[src/rtl/mhd_pkg.sv]
// Shared definitions for the mhd (maximum-Hamming-distance) checking blocks.
package mhd_pkg;

  typedef enum logic [1:0] {
    IDLE  = 2'd0,
    RUN   = 2'd1,
    DRAIN = 2'd2,
    DONE  = 2'd3
  } mhd_state_e;

  localparam int unsigned MHD_WIDTH_DEF = 9;
  localparam int unsigned MHD_MHD_DEF   = 4;
  localparam int unsigned MHD_CNT_W_DEF = 16;

  function automatic int unsigned hd_width(input int unsigned w);
    return $clog2(w + 1);
  endfunction

endpackage

[src/rtl/mhd_popcount.sv]
// Combinational population count of a WIDTH-bit vector.
module mhd_popcount
  import mhd_pkg::*;
#(
  parameter int unsigned WIDTH = MHD_WIDTH_DEF,
  parameter int unsigned HD_W  = hd_width(WIDTH)
) (
  input  logic [WIDTH-1:0] vec_i,
  output logic [HD_W-1:0]  cnt_o
);

  always_comb begin
    cnt_o = '0;
    for (int unsigned i = 0; i < WIDTH; i++) begin
      cnt_o = cnt_o + HD_W'(vec_i[i]);
    end
  end

endmodule

[src/rtl/mhd_err_monitor.sv]
// Streams exact/approximate output-vector pairs through an XOR/popcount/threshold
// pipeline and accumulates per-run error statistics with a pass/fail verdict.
module mhd_err_monitor
  import mhd_pkg::*;
#(
  parameter int unsigned WIDTH = MHD_WIDTH_DEF,
  parameter int unsigned MHD   = MHD_MHD_DEF,
  parameter int unsigned CNT_W = MHD_CNT_W_DEF,
  parameter int unsigned HD_W  = hd_width(WIDTH)
) (
  input  logic             clk,
  input  logic             rst,
  input  logic             start,
  input  logic [CNT_W-1:0] num_vec,
  input  logic [CNT_W-1:0] err_budget,
  input  logic             in_valid,
  output logic             in_ready,
  input  logic [WIDTH-1:0] a,
  input  logic [WIDTH-1:0] b,
  output logic             viol,
  output logic [HD_W-1:0]  viol_hd,
  output logic [CNT_W-1:0] sample_cnt,
  output logic [CNT_W-1:0] err_cnt,
  output logic [HD_W-1:0]  max_hd,
  output logic             busy,
  output logic             done,
  output logic             fail
);

  localparam logic [HD_W-1:0] MHD_V = HD_W'(MHD);

  mhd_state_e       state_q, state_d;
  logic [CNT_W-1:0] num_q, num_d;
  logic [CNT_W-1:0] budget_q, budget_d;
  logic [CNT_W-1:0] acc_q, acc_d;
  logic             s1_valid_q, s1_valid_d;
  logic [WIDTH-1:0] s1_diff_q, s1_diff_d;
  logic             viol_q, viol_d;
  logic [HD_W-1:0]  hd_q, hd_d;
  logic [HD_W-1:0]  max_q, max_d;
  logic [CNT_W-1:0] smp_q, smp_d;
  logic [CNT_W-1:0] err_q, err_d;
  logic             fail_q, fail_d;
  logic [HD_W-1:0]  pc;
  logic             accept;
  logic             start_ok;

  // in_ready decodes only the registered state, so in_valid never feeds back into it
  assign in_ready = (state_q == RUN);
  assign accept   = in_valid && in_ready;
  assign start_ok = start && ((state_q == IDLE) || (state_q == DONE));

  mhd_popcount #(
    .WIDTH (WIDTH),
    .HD_W  (HD_W)
  ) u_popcount (
    .vec_i (s1_diff_q),
    .cnt_o (pc)
  );

  always_comb begin
    state_d  = state_q;
    num_d    = num_q;
    budget_d = budget_q;
    acc_d    = acc_q;
    case (state_q)
      IDLE, DONE: begin
        if (start_ok) begin
          num_d    = num_vec;
          budget_d = err_budget;
          acc_d    = '0;
          state_d  = (num_vec == '0) ? DRAIN : RUN;
        end
      end
      RUN: begin
        if (accept) begin
          acc_d = acc_q + CNT_W'(1);
          if (acc_d == num_q) begin
            state_d = DRAIN;
          end
        end
      end
      DRAIN: begin
        if (!s1_valid_q) begin
          state_d = DONE;
        end
      end
      default: state_d = IDLE;
    endcase
  end

  always_comb begin
    s1_valid_d = accept;
    s1_diff_d  = accept ? (a ^ b) : s1_diff_q;
    viol_d     = 1'b0;
    hd_d       = hd_q;
    max_d      = max_q;
    smp_d      = smp_q;
    err_d      = err_q;
    fail_d     = fail_q;
    if (start_ok) begin
      smp_d  = '0;
      err_d  = '0;
      max_d  = '0;
      fail_d = 1'b0;
    end else if (s1_valid_q) begin
      hd_d   = pc;
      viol_d = (pc > MHD_V);
      smp_d  = smp_q + CNT_W'(1);
      if (viol_d && (err_q != '1)) begin
        err_d = err_q + CNT_W'(1);
      end
      if (pc > max_q) begin
        max_d = pc;
      end
    end
    // Stage 1 is empty on the DRAIN->DONE edge, so err_q is already final here
    if ((state_q == DRAIN) && !s1_valid_q) begin
      fail_d = (err_q > budget_q);
    end
  end

  always_ff @(posedge clk or posedge rst) begin
    if (rst) begin
      state_q    <= IDLE;
      num_q      <= '0;
      budget_q   <= '0;
      acc_q      <= '0;
      s1_valid_q <= 1'b0;
      s1_diff_q  <= '0;
      viol_q     <= 1'b0;
      hd_q       <= '0;
      max_q      <= '0;
      smp_q      <= '0;
      err_q      <= '0;
      fail_q     <= 1'b0;
    end else begin
      state_q    <= state_d;
      num_q      <= num_d;
      budget_q   <= budget_d;
      acc_q      <= acc_d;
      s1_valid_q <= s1_valid_d;
      s1_diff_q  <= s1_diff_d;
      viol_q     <= viol_d;
      hd_q       <= hd_d;
      max_q      <= max_d;
      smp_q      <= smp_d;
      err_q      <= err_d;
      fail_q     <= fail_d;
    end
  end

  assign viol       = viol_q;
  assign viol_hd    = hd_q;
  assign sample_cnt = smp_q;
  assign err_cnt    = err_q;
  assign max_hd     = max_q;
  assign busy       = (state_q == RUN) || (state_q == DRAIN);
  assign done       = (state_q == DONE);
  assign fail       = fail_q;

endmodule

[config.mk]
export PLATFORM = sky130hd
export DESIGN_NAME = mhd_err_monitor
export DESIGN_NICKNAME = d
export VERILOG_FILES = /design/src/rtl/mhd_pkg.sv /design/src/rtl/mhd_popcount.sv /design/src/rtl/mhd_err_monitor.sv
export SDC_FILE = /design/constraint.sdc
export NUM_CORES = 1
export LEC_CHECK = 0
export ABC_AREA = 1
export BUFFER_PORTS_ARGS = -buffer_cell sky130_fd_sc_hd__buf_2
export CAP_MARGIN = 0
export CORE_MARGIN = 3
export CORE_UTILIZATION = 61
export CTS_CLUSTER_SIZE = 30
export DETAILED_ROUTE_END_ITERATION = 6
export PLACE_DENSITY = 0.86
export SYNTH_ARGS = -nofsm -noshare
export SYNTH_HDL_FRONTEND = slang
export SYNTH_HIERARCHICAL = 1
export SYNTH_SLANG_ARGS = --single-unit
export TNS_END_PERCENT = 20
[constraint.sdc]
create_clock -name clk -period 10.2 [get_ports clk]
set_input_delay 0 -clock clk [delete_from_list [all_inputs] [get_ports clk]]
set_output_delay 0 -clock clk [all_outputs]
set_load 0.005 [all_outputs]
# After elaboration in Yosys (flattened, before gate mapping)
# Cells that the tools add are included.
# totals
register_bits,102
input_bits,54
output_inout_bits,45
wordCells,79
# classes
n_addsub,11
order_cmp,3
eq_ne,9
muxes,21
n_bitwise,2
n_reduce_logical,21
# ops
cell,count
$mux W16,7
$add A16 B1 Y16 const B,3
$pmux W16 S2,1
$add A4 B1 Y4,7
$eq A16 B16 Y1,1
$gt A16 B16 Y1,1
$logic_not A16 Y1,1
$ne A16 B16 Y1 const B,1
$mux W4,3
$mux W2,5
$reduce_bool A2 Y1,5
$xor A9 B9 Y9,1
$reduce_and A2 Y1,4
$pmux W2 S3,1
$eq A2 B2 Y1 const B,2
$gt A4 B3 Y1 const B,1
$gt A4 B4 Y1,1
$logic_and A1 B1 Y1,4
$mux W1,4
$ne A2 B1 Y1 const B,2
$ne A2 B2 Y1 const B,2
$reduce_and A4 Y1,1
$reduce_and A3 Y1,1
$add A1 B1 Y2,1
other kinds (6),7

# Longest topological paths before layout
# Gate-level depths: netlist (run 1).
# depth
depth_word,13
mapped_depth,19
depth_no_buf,18

# Cells and area by module
# Netlist (run 1), hierarchy kept.
# modules_own_cells
mod,instances,cells_each,area_each_um2,seq_area_each_um2
mhd_err_monitor,1,703,5599.1,2552.4
mhd_popcount,1,31,216.5,0.0

# Least setup slack after synthesis (run 1)
# Ideal clock, no wire load.
# synth_path
path_kind,reg-to-reg
from,register s1_diff_q[0]
to,"register max_q[1], in the netlist max_hd[1]"
setup_ns,0.126
t_arrival_ns,3.626
required_ns,10.074
path_slack_ns,6.448
path_stages_with_launch,17
n_path_buf,0
period_less_slack_ns,3.752
cell_sequence,dfrtp_1 inv_1 fa_1 fa_1 fa_1 fa_1 fa_1 inv_1 ha_1 inv_1 nor2_1 o211ai_1 nand2_1 nand3_1 nand2_1 nand3_1 o21ai_0
# synth_between
elab_chain_cells,11
word_cells_on_any_way,14
cone_classes,8 x add/sub; 1 x order compare; 3 x mux; 2 x reduce/logical
# synth_lines
element,line_no,text
"start, declared",mhd_err_monitor.sv:37,"logic [WIDTH-1:0] s1_diff_q, s1_diff_d;"
"start signal, assigned",mhd_err_monitor.sv:143,s1_diff_q <= s1_diff_d;
$add A1 B1 Y2 (*),mhd_popcount.sv:15,cnt_o = cnt_o + HD_W'(vec_i[i]);
$add A4 B1 Y4 (*) (7 in a row),mhd_popcount.sv:15,
named net pc[1],mhd_err_monitor.sv:44,logic [HD_W-1:0] pc;
$gt A4 B4 Y1 or $mux W4 (tied branches),mhd_err_monitor.sv:113,if (pc > max_q) begin
$reduce_bool A2 Y1 (no source line) or $mux W4 (tied branches),--,
$reduce_and A2 Y1 (no source line) or $mux W4 (tied branches),--,
"end signal, assigned",mhd_err_monitor.sv:146,max_q <= max_d;
"end, declared",mhd_err_monitor.sv:40,"logic [HD_W-1:0] max_q, max_d;"
# Mark *: on every way through the listed nets, which the timed path passes. The rest lies on a longest branch. The select of a mux whose other input is x is not followed.
# A chain may end at the register's enable or synchronous reset.

# Worst setup path after layout (run 1)
# layout_path
from,register s1_diff_q[0]
to,"register err_q[6], in the netlist err_cnt[6]"
# layout_between
elab_chain_cells,12
# layout_lines
element,line_no,text
$add A1 B1 Y2,mhd_popcount.sv:15,
$add A4 B1 Y4 (7 in a row),mhd_popcount.sv:15,
named net pc[1],mhd_err_monitor.sv:44,
$gt A4 B3 Y1,mhd_err_monitor.sv:108,viol_d = (pc > MHD_V);
$logic_and A1 B1 Y1,mhd_err_monitor.sv:110,if (viol_d && (err_q != '1)) begin
$reduce_bool A2 Y1 (no source line),--,
$reduce_and A2 Y1 (no source line),--,
"end signal, assigned",mhd_err_monitor.sv:148,err_q <= err_d;
"end, declared",mhd_err_monitor.sv:42,"logic [CNT_W-1:0] err_q, err_d;"
# The timed path passes the listed nets, and every way through them passes these cells.

==> results of run 1 <==
[Yosys cell counts, types with 2 or more instances]
master / instances
a21oi_1: 24
and3_1: 3
buf_1: 2
clkbuf_1: 13
dfrtp_1: 102
fa_1: 5
ha_1: 28
inv_1: 119
nand2_1: 171
nand2_2: 5
nand3_1: 45
nand3_2: 2
nand3b_1: 5
nand4_1: 14
nor2_1: 41
nor2_2: 6
nor3_1: 13
nor3_2: 2
nor3b_1: 4
nor4_1: 2
o21a_1: 2
o21ai_0: 67
o21ai_1: 2
o22ai_1: 14
o31ai_1: 5
xnor2_1: 15
xor2_1: 7
[layout make-up]
type                       instances  area [sq um]
inverter                         121           457
sequential                       102          2550
tap                              129           161
clock buffer                      10           128
timing repair buffer             153          1030
fill                             647          2080
clock inverter                     6          95.1
multi-input combinational        494          2740
[routing by layer]
metal,global-route usage,share of wire,up-vias
li1,-,-,2676
met1,0.351,0.40,2590
met2,0.498,0.51,224
met3,0.0567,0.066,39
met4,0.104,0.024,0
met5,0,0,-
[stage by stage]
step / setup slack, ns / hold slack, ns / instance area (sq um)
finish: 5.91 / 0.157 / 7160
global placement: 6.16 / 0.00801 / 6430
detailed placement: 5.98 / 0.0171 / 6430
CTS: 5.97 / 0.113 / 7160
floorplan: 6.45 / 0.110 / 5820
global route: 5.61 / 0.171 / 7160
[cells in the final DEF (no fill, tap or decap), types with 7 or more instances in the layout]
cell type / n
xor2_1: 7
nand4_1: 14
ha_1: 28
nand3_1: 45
nor2_1: 41
xnor2_1: 15
dlygate4sd3_1: 51
nor3_1: 13
nand2_1: 171
inv_1: 118
a21oi_1: 24
o22ai_1: 14
o21ai_0: 67
dfrtp_1: 102
buf_2: 98
clkbuf_8: 9
[state kept, by name, indices dropped and copies added, names as in the netlist]
name and cells:
max_hd 4, budget_q 16, sample_cnt 16, num_q 16, s1_diff_q 9, state_q 2
s1_valid_q 1, viol 1, err_cnt 16, fail 1, acc_q 16, viol_hd 4
[worst paths after layout]
kind	cells past startpoint	endpoint	from	slack (ns)
max	16	err_cnt[6]	s1_diff_q[0]	5.91
min	3	state_q[1]	rst	0.16
max reg2reg	16	err_cnt[6]	s1_diff_q[0]	5.91
min reg2reg	1	sample_cnt[15]	sample_cnt[15]	0.47
max in group asynchronous	4	budget_q[6]	rst	8.79
min in group clk	5	state_q[0]	in_valid	0.16
[cell families (layout without fill, tap and decap cells)]
kind of cell / count (synthesis) / after routing
buf+inv: 138 / 290
xor+xnor: 23 / 23
simple gates: 316 / 316
compound gates: 122 / 122
fa+ha+maj: 33 / 33
flops: 102 / 102
[worst max-delay path, delay by kind of cell (launching register included)]
kind                     cells  cell delay (ns)
AO/OA/AOI/OAI                3             0.47
flip-flops                   1             0.37
adder cells (fa/ha/maj)      5             2.35
AND/OR/NAND/NOR              4             0.58
buffers and inverters        4             0.40
[power groups by stage]
stage	Combinational, mW	Sequential, mW	Clock, mW
after global placement	0.786	0.581	0
after floorplan	0.641	0.566	0
after CTS	0.884	0.581	0.292
final	0.907	0.583	0.287
after global routing	1.04	0.595	0.308
after detailed placement	0.863	0.588	0
==> results.toml, run 1 <==
[power]
p_clk_frac = 0.161
p_leak_nw = 3.59
ir_worst_vdd_mv = 0.206
power.share.combinational = 0.510
p_sw_mw = 0.795
p_sw_frac = 0.448
totalPowerFinal_mw = 1.78
cellInternalPower_mw = 0.981
p_seq_frac = 0.328
powerDensity_mw_per_mm2 = 248

[worst_setup_path]
cp_max_fo = 12
arrival_ns = 4.59
end_kind = "flop"
critPathLaunchType = "flop"
crit_chain = "inv_1 > fa_1 > fa_1 > fa_1 > fa_1 > fa_1 > inv_1 > inv_1 > nand2_1 > a21oi_1 > nor2_1 > nand2_1 > inv_1 > nand2_1 > o21ai_0 > a21oi_1"
crit_path_frequent_cell = "fa_1"
slowest_delay_ns = 0.55
crit_required_ns = 10.50
crit_path_top_delay_cell = "fa_1"
crit_type = "reg -> reg"

[global_route]
grt_max_degree = 73
grt_pass1_vias = 5598
grt_first_pass_wirelength_mm = 25.3
antenna_found_initial = 0
track_usage = 0.285
grt-ovfl-total = 0

[sta]
drv_slew = 0
hold_viol = 0
relSlewSlack = 0.396
finalCriticalPeriod_ns = 4.29
setup_tns_ns = 0
skew_ns = 0.0122
fin_crit_sh = 0.421
tightestPinTransition_ns = 0.907
clock.fmax_mhz = 233
finalSetupViolations = 0
rsz0062_at_grt = "no"

[clock_network]
ctsResizeCount = 0
htreeDepth = 3
cts_buffers = 9
clock_sinks = 102
clkLatencyLatePin_ns = 0.38
post_cts_buffers = 0
ctsHoldBuffers = 51
cts_buffer_depth = 2
clk_pin_slew_ns = 0.10
cts_tree = "built"
cts_root_buf = "clkbuf_8"

[logic_synthesis]
ys.flop_type = "dfrtp_1"
synth_cell_type_count = 43
syn_area_sq_mm = 0.00582
synth_fa_ha_area_frac = 0.0775
ys_warn_count = 6
synth_xor_area_frac = 0.0370
async_reset_ff_frac = 1.00
ys_top_cells_by_area = "dfrtp_1 44%, nand2_1 11%, inv_1 7.7%"
synthCells = 734
ys_seq_area_frac = 0.439
synthMuxAreaShare = 0
synth-compound-area-share = 0.115
yosysTopAreaCell = "dfrtp_1"
synth_top_area_frac = 0.439
syn_nets = 821
synthSimpleGateAreaFrac = 0.242
ys_seq_elements = 102
synth_top_family_by_area = "simple AND/OR/NAND/NOR gates"
synth_edf_count = 0
syn_area_per_cell_sq_um = 7.92

[floorplanning]
die_x_um = 104
io_pins = 99
rows = 35
start_util = 0.629
dieArea_sq_mm = 0.0107
die_h_um = 104
core-area_sq_mm = 0.00924

[drt]
wl_mm = 14.7
route.vias.total = 5529
routedWlPerCell_um = 14.5
drc = 0
drt_iter0_markers = 412
first_pass_iters = 5
viasPerCell = 5.45
postRouteAntennaNets = 0

[place]
dpl.hpwl_mm = 9.86
place.gp.congestion = 0.829
post-place-cells = 948
numPortBuffers = 98

[layout]
fin_cells = 1015
drive_above_1_share = 0.153
antenna_cells = 0
syn_to_final_growth_pct = 23.2
fin_nets = 968
post-route-util = 0.775

[run]
cap_violations = 0

[run_status]
status = "finished clean"

[worst_hold_path]
hp-class = "in -> async"
Power figures use the tool's default switching activity.
==> run 2: changes to the inputs <==
--- a/config.mk
+++ b/config.mk
@@ -9,10 +9,10 @@
 export BUFFER_PORTS_ARGS = -buffer_cell sky130_fd_sc_hd__buf_2
 export CAP_MARGIN = 0
 export CORE_MARGIN = 3
-export CORE_UTILIZATION = 61
+export CORE_UTILIZATION = 51
 export CTS_CLUSTER_SIZE = 30
 export DETAILED_ROUTE_END_ITERATION = 6
-export PLACE_DENSITY = 0.86
+export PLACE_DENSITY = 0.76
 export SYNTH_ARGS = -nofsm -noshare
 export SYNTH_HDL_FRONTEND = slang
 export SYNTH_HIERARCHICAL = 1
==> constraint.sdc (replaced) <==
create_clock -name clk -period 3.9 [get_ports clk]
set_input_delay 0 -clock clk [delete_from_list [all_inputs] [get_ports clk]]
set_output_delay 0 -clock clk [all_outputs]
set_load 0.005 [all_outputs]
==> run 2 against run 1 <==
Net effect:
- the flow now finishes with violations (negative setup slack)
- clock power grew to 3.5 times the previous value
- global-route usage shrank 4.7 points
- sequential power grew to 2.6 times the previous value
- first-iteration DRC count shrank 33%
- maximum frequency grew 9.3%
- setup slack lost 5.9 ns
- clock skew shrank 0.0074 ns
- critical path depth is the same
- register-to-register slack lost 5.9 ns
- worst hold slack lost 0.15 ns
- largest power group unchanged
==> results.toml, run 2 (synthesized netlist as in run 1, its figures left out) <==
[drt]
drc = 0
routedWlPerCell_um = 14.1
wl_mm = 14.5
route.vias.total = 5380
postRouteAntennaNets = 0
routed.top_layer = "met4"
dr_wl_met3_um = 809
drt_iter0_markers = 277
viasPerCell = 5.23
first_pass_iters = 5
met1_length_mm = 6.11
dr_wl_met2_mm = 7.45

[floorplanning]
die_h_um = 113
io_pins = 99
rows = 38
dieArea_sq_mm = 0.0127
core-area_sq_mm = 0.0110
die_x_um = 113
start_util = 0.530

[worst_hold_path]
hp-class = "in -> reg"
whs_path_depth = 3
hold_end = "s1_diff_q[0]"
hold_start = "a[0]"

[layout]
nFillCells = 870
fin_nets = 970
drive_above_1_share = 0.182
layout_common_cells = "167 x nand2_1, 113 x inv_1, 102 x dfrtp_1, 98 x buf_2, 63 x o21ai_0"
seq_area_sq_mm = 0.00255
layout_commonest_cell = "nand2_1"
antenna_cells = 0
multi_input_area_sq_mm = 0.00281
finish.instance_area_sq_mm = 0.00737
syn_to_final_growth_pct = 26.7

[place]
dpl.hpwl_mm = 10.2
pre_cts_slack_ns = -0.0878
numPortBuffers = 98
place_area_sq_mm = 0.00647
place.gp.congestion = 0.851

[clock_network]
clkLatencyLatePin_ns = 0.34
clock_sinks = 102
cts_buffer_depth = 2
cts_root_buf = "clkbuf_16"
cts_buffers = 9
cts_tree = "built"
clk_pin_slew_ns = 0.07
htreeDepth = 3

[sta]
rsz0062_at_grt = "yes"
clock.fmax_mhz = 255
worst_slack_ns = -0.0260
skew_ns = 0.00485
fin_crit_sh = 1.01
relSlewSlack = 0.393
hold_viol = 0
finalCriticalPeriod_ns = 3.93
finalSetupViolations = 2
drv_slew = 0
tightestPinTransition_ns = 0.911

[power]
ir_worst_vdd_mv = 0.537
totalPowerFinal_mw = 5.25
p_leak_nw = 3.66
powerDensity_mw_per_mm2 = 713

[worst_setup_path]
arrival_ns = 4.15
crit_type = "reg -> reg"
end_kind = "flop"
critPathLaunchType = "flop"
r2r-end = "max_hd[0]"
r2r-start = "s1_diff_q[0]"
reg2regPathDepth = 16
cp_max_fo = 3
crit_required_ns = 4.12
rrSetupSlack_ns = -0.03

[global_route]
track_usage = 0.237
grt-ovfl-total = 0
grt_max_degree = 75
grt_first_pass_wirelength_mm = 24.8
antenna_found_initial = 0
grt_pass1_vias = 5444

[run]
cap_violations = 0

[run_status]
status = "finished, violations left"
violations = "negative setup slack"
run 2: cell types whose count changed in the layout (fill, tap and decap cells not counted), moves of 3 or more:
cell	change
nand2_1	-4
nand2_2	+3
clkbuf_8	-7
inv_1	-5
nand3_2	+3
o21ai_0	-4
inv_2	+5
buf_4	+4
clkbuf_16	+9
nand3_1	-3
run 2: repair_timing:
action                                 in CTS  in global routing
endpoints found under the hold margin     113                  0
gates resized for setup                     8                 18
pin swaps                                   0                  1
setup buffers                               0                  1
setup endpoints to repair                  18                 20
hold buffers                               49                  0
run 2: how the worst max path moves through the flow:
stage            startpoint    endpoint  slack, ns  depth (start not counted)
3_3_place_gp   s1_diff_q[0]  err_cnt[8]       0.01                         16
3_5_place_dp   s1_diff_q[0]   max_hd[1]      -0.09                         16
4_1_cts        s1_diff_q[0]  err_cnt[8]       0.01                         16
5_1_grt        s1_diff_q[0]   max_hd[0]      -0.19                         15
6_report       s1_diff_q[0]   max_hd[0]      -0.03                         16
2_1_floorplan  s1_diff_q[0]   max_hd[1]       0.15                         16
run 2: area by class of cell:
class	instances	area share
clock buffer	11	0.0343
clock inverter	5	0.0110
tap	140	0.0238
sequential	102	0.346
timing repair buffer	155	0.141
multi-input combinational	494	0.381
inverter	121	0.0620
run 2: through the flow:
step                       util  hold slack, ns  std cells  TNS [ns]
final                     0.671         0.00962       1028   -0.0264
after global routing      0.671          0.0156       1028     -1.75
after CTS                 0.667          0.0144       1027         0
after detailed placement  0.589           0.215        962    -0.427
after global placement    0.589           0.207        962         0
after floorplan               -           0.110        734         0
run 2: per-layer routing:
metal / vias to the layer above / global-route usage
met4: 0 / 0.0593
met3: 11 / 0.0551
li1: 2676 / -
met5: - / 0
met2: 151 / 0.419
met1: 2542 / 0.294
run 2: power by group:
part           internal [mW]  total (mW)  switching (mW)
combinational           1.08        2.74            1.66
sequential              1.34        1.52           0.181
clock                  0.597       0.992           0.395
total                   3.02        5.25            2.23
run 2: worst max-delay path: stages, from the launching register on:
cell and delay, ns:
dfrtp_1 0.37, inv_2 0.05, fa_1 0.56, fa_1 0.44
fa_1 0.47, fa_2 0.37, fa_1 0.50, inv_2 0.06
ha_4 0.27, inv_2 0.03, nor2_2 0.07, o211ai_1 0.10
nand2_1 0.10, nand3_2 0.10, buf_4 0.17, nand3_1 0.07
o31ai_2 0.07
==> run 3: changes to the inputs <==
==> constraint.sdc (replaced) <==
create_clock -name clk -period 3.9 [get_ports clk]
set_input_delay 0.78 -clock clk [delete_from_list [all_inputs] [get_ports clk]]
set_output_delay 0.78 -clock clk [all_outputs]
set_load 0.005 [all_outputs]
==> run 3 against run 2 <==
Net effect:
- the run now ends clean
- die area unchanged
- sequential power hardly changed
- power shrank 2.9%
- maximum frequency is 1.4% higher
- clock skew increased by 0.0027 ns
==> results.toml, run 3 (synthesized netlist as in run 1, its figures left out) <==
[drt]
postRouteAntennaNets = 0
route.vias.total = 5171
viasPerCell = 5.28
routedWlPerCell_um = 13.9
drt_iter0_markers = 274
wl_mm = 13.6
first_pass_iters = 5
drc = 0

[worst_setup_path]
end_kind = "flop"
timing.critical_path.buf_inv = 4
critPathLaunchType = "flop"
crit_type = "reg -> reg"
crit_required_ns = 4.16
crit_path_top_delay_cell = "fa_1"
crit_chain = "inv_2 > fa_1 > fa_1 > fa_1 > fa_2 > fa_1 > inv_2 > ha_4 > inv_2 > nor2_1 > o211ai_1 > nand2_1 > nand3_2 > buf_6 > o31ai_2"
crit_path_frequent_cell = "fa_1"
slowest_delay_ns = 0.54
crit_family = "adder cells"
crit_cells = 15
arrival_ns = 4.13
cp_max_fo = 3
reg2regPathDepth = 15

[clock_network]
htreeDepth = 3
cts_buffer_depth = 2
clkLatencyLatePin_ns = 0.35
cts_tree = "built"
cts_buffers = 9
cts_root_buf = "clkbuf_16"
clock_sinks = 102
clk_pin_slew_ns = 0.07

[floorplanning]
die_h_um = 113
io_pins = 99
core-area_sq_mm = 0.0110
dieArea_sq_mm = 0.0127
rows = 38
die_x_um = 113
start_util = 0.530

[global_route]
grt_max_degree = 89
antenna_found_initial = 0
grt_first_pass_wirelength_mm = 23.0
grt-ovfl-total = 0
track_usage = 0.220
grt_pass1_vias = 5139

[layout]
post-route-util = 0.625
multi_input_area_sq_mm = 0.00281
nFillCells = 943
layout_commonest_cell = "nand2_1"
fin_nets = 924
drive_above_1_share = 0.190
seq_area_sq_mm = 0.00255
antenna_cells = 0
syn_to_final_growth_pct = 18.0
layout_common_cells = "167 x nand2_1, 112 x inv_1, 102 x dfrtp_1, 98 x buf_2, 63 x o21ai_0"

[power]
powerDensity_mw_per_mm2 = 743
p_leak_nw = 3.45
totalPowerFinal_mw = 5.10
ir_worst_vdd_mv = 0.524

[sta]
fin_crit_sh = 0.992
tightestPinTransition_ns = 1.07
clock.fmax_mhz = 258
finalSetupViolations = 0
finalCriticalPeriod_ns = 3.87
drv_slew = 0
relSlewSlack = 0.284
rsz0062_at_grt = "yes"
hold_viol = 0
skew_ns = 0.00758

[run]
cap_violations = 0

[place]
dpl.hpwl_mm = 10.0
place.gp.congestion = 0.842
numPortBuffers = 98

[worst_hold_path]
hp-class = "reg -> reg"
whs_path_depth = 1

[run_status]
status = "finished clean"
==> run 3: layer usage <==
layer	up-vias	wire [um]	track usage
met5	-	0	0
met4	0	205	0.0769
met3	20	736	0.0594
met2	129	6770	0.363
met1	2439	5890	0.280
li1	2583	-	-
==> run 3: through the flow <==
stage | std cells | TNS [ns] | setup WS, ns | hold slack [ns] | area, sq um
6_report | 980 | 0 | 0.0301 | 0.465 | 6860
3_5_place_dp | 963 | -0.592 | -0.105 | 0.454 | 6470
4_1_cts | 977 | 0 | 0.00687 | 0.471 | 6790
2_1_floorplan | 734 | 0 | 0.148 | 0.453 | 5820
3_3_place_gp | 963 | 0 | 0.0192 | 0.450 | 6470
5_1_grt | 980 | -0.868 | -0.126 | 0.488 | 6860
==> run 3: cell type report <==
| class | instances | area share |
|---|---|---|
| well taps | 140 | 0.0255 |
| repair buffers | 109 | 0.0840 |
| multi-input cells | 494 | 0.409 |
| inverters | 121 | 0.0665 |
| clock inverters | 3 | 0.00638 |
| clock buffers | 11 | 0.0368 |
| flip-flops and latches | 102 | 0.372 |
==> run 3: report_power, final <==
part           internal (mW)  total, mW  leakage, nW  switching (mW)
Combinational           1.06       2.66         1.96            1.61
Clock                  0.527      0.917        0.148           0.391
Sequential              1.34       1.52         1.35           0.179
Total                   2.92       5.10         3.45            2.18
==> run 3: final timing paths <==
path	startpoint	end	slack (ns)
max	s1_diff_q[0]	max_hd[0]	0.03
min	sample_cnt[15]	sample_cnt[15]	0.46
max reg2reg	s1_diff_q[0]	max_hd[0]	0.03
min reg2reg	sample_cnt[15]	sample_cnt[15]	0.46
max in group asynchronous	rst	budget_q[10]	2.38
min in group asynchronous	rst	state_q[1]	0.69
==> run 3: timing repair <==
item,in CTS,in global routing
hold endpoints to repair,0,0
pin swaps,0,1
buffers inserted,0,3
setup endpoints to repair,17,19
hold buffers,0,0
gates resized for setup,5,20
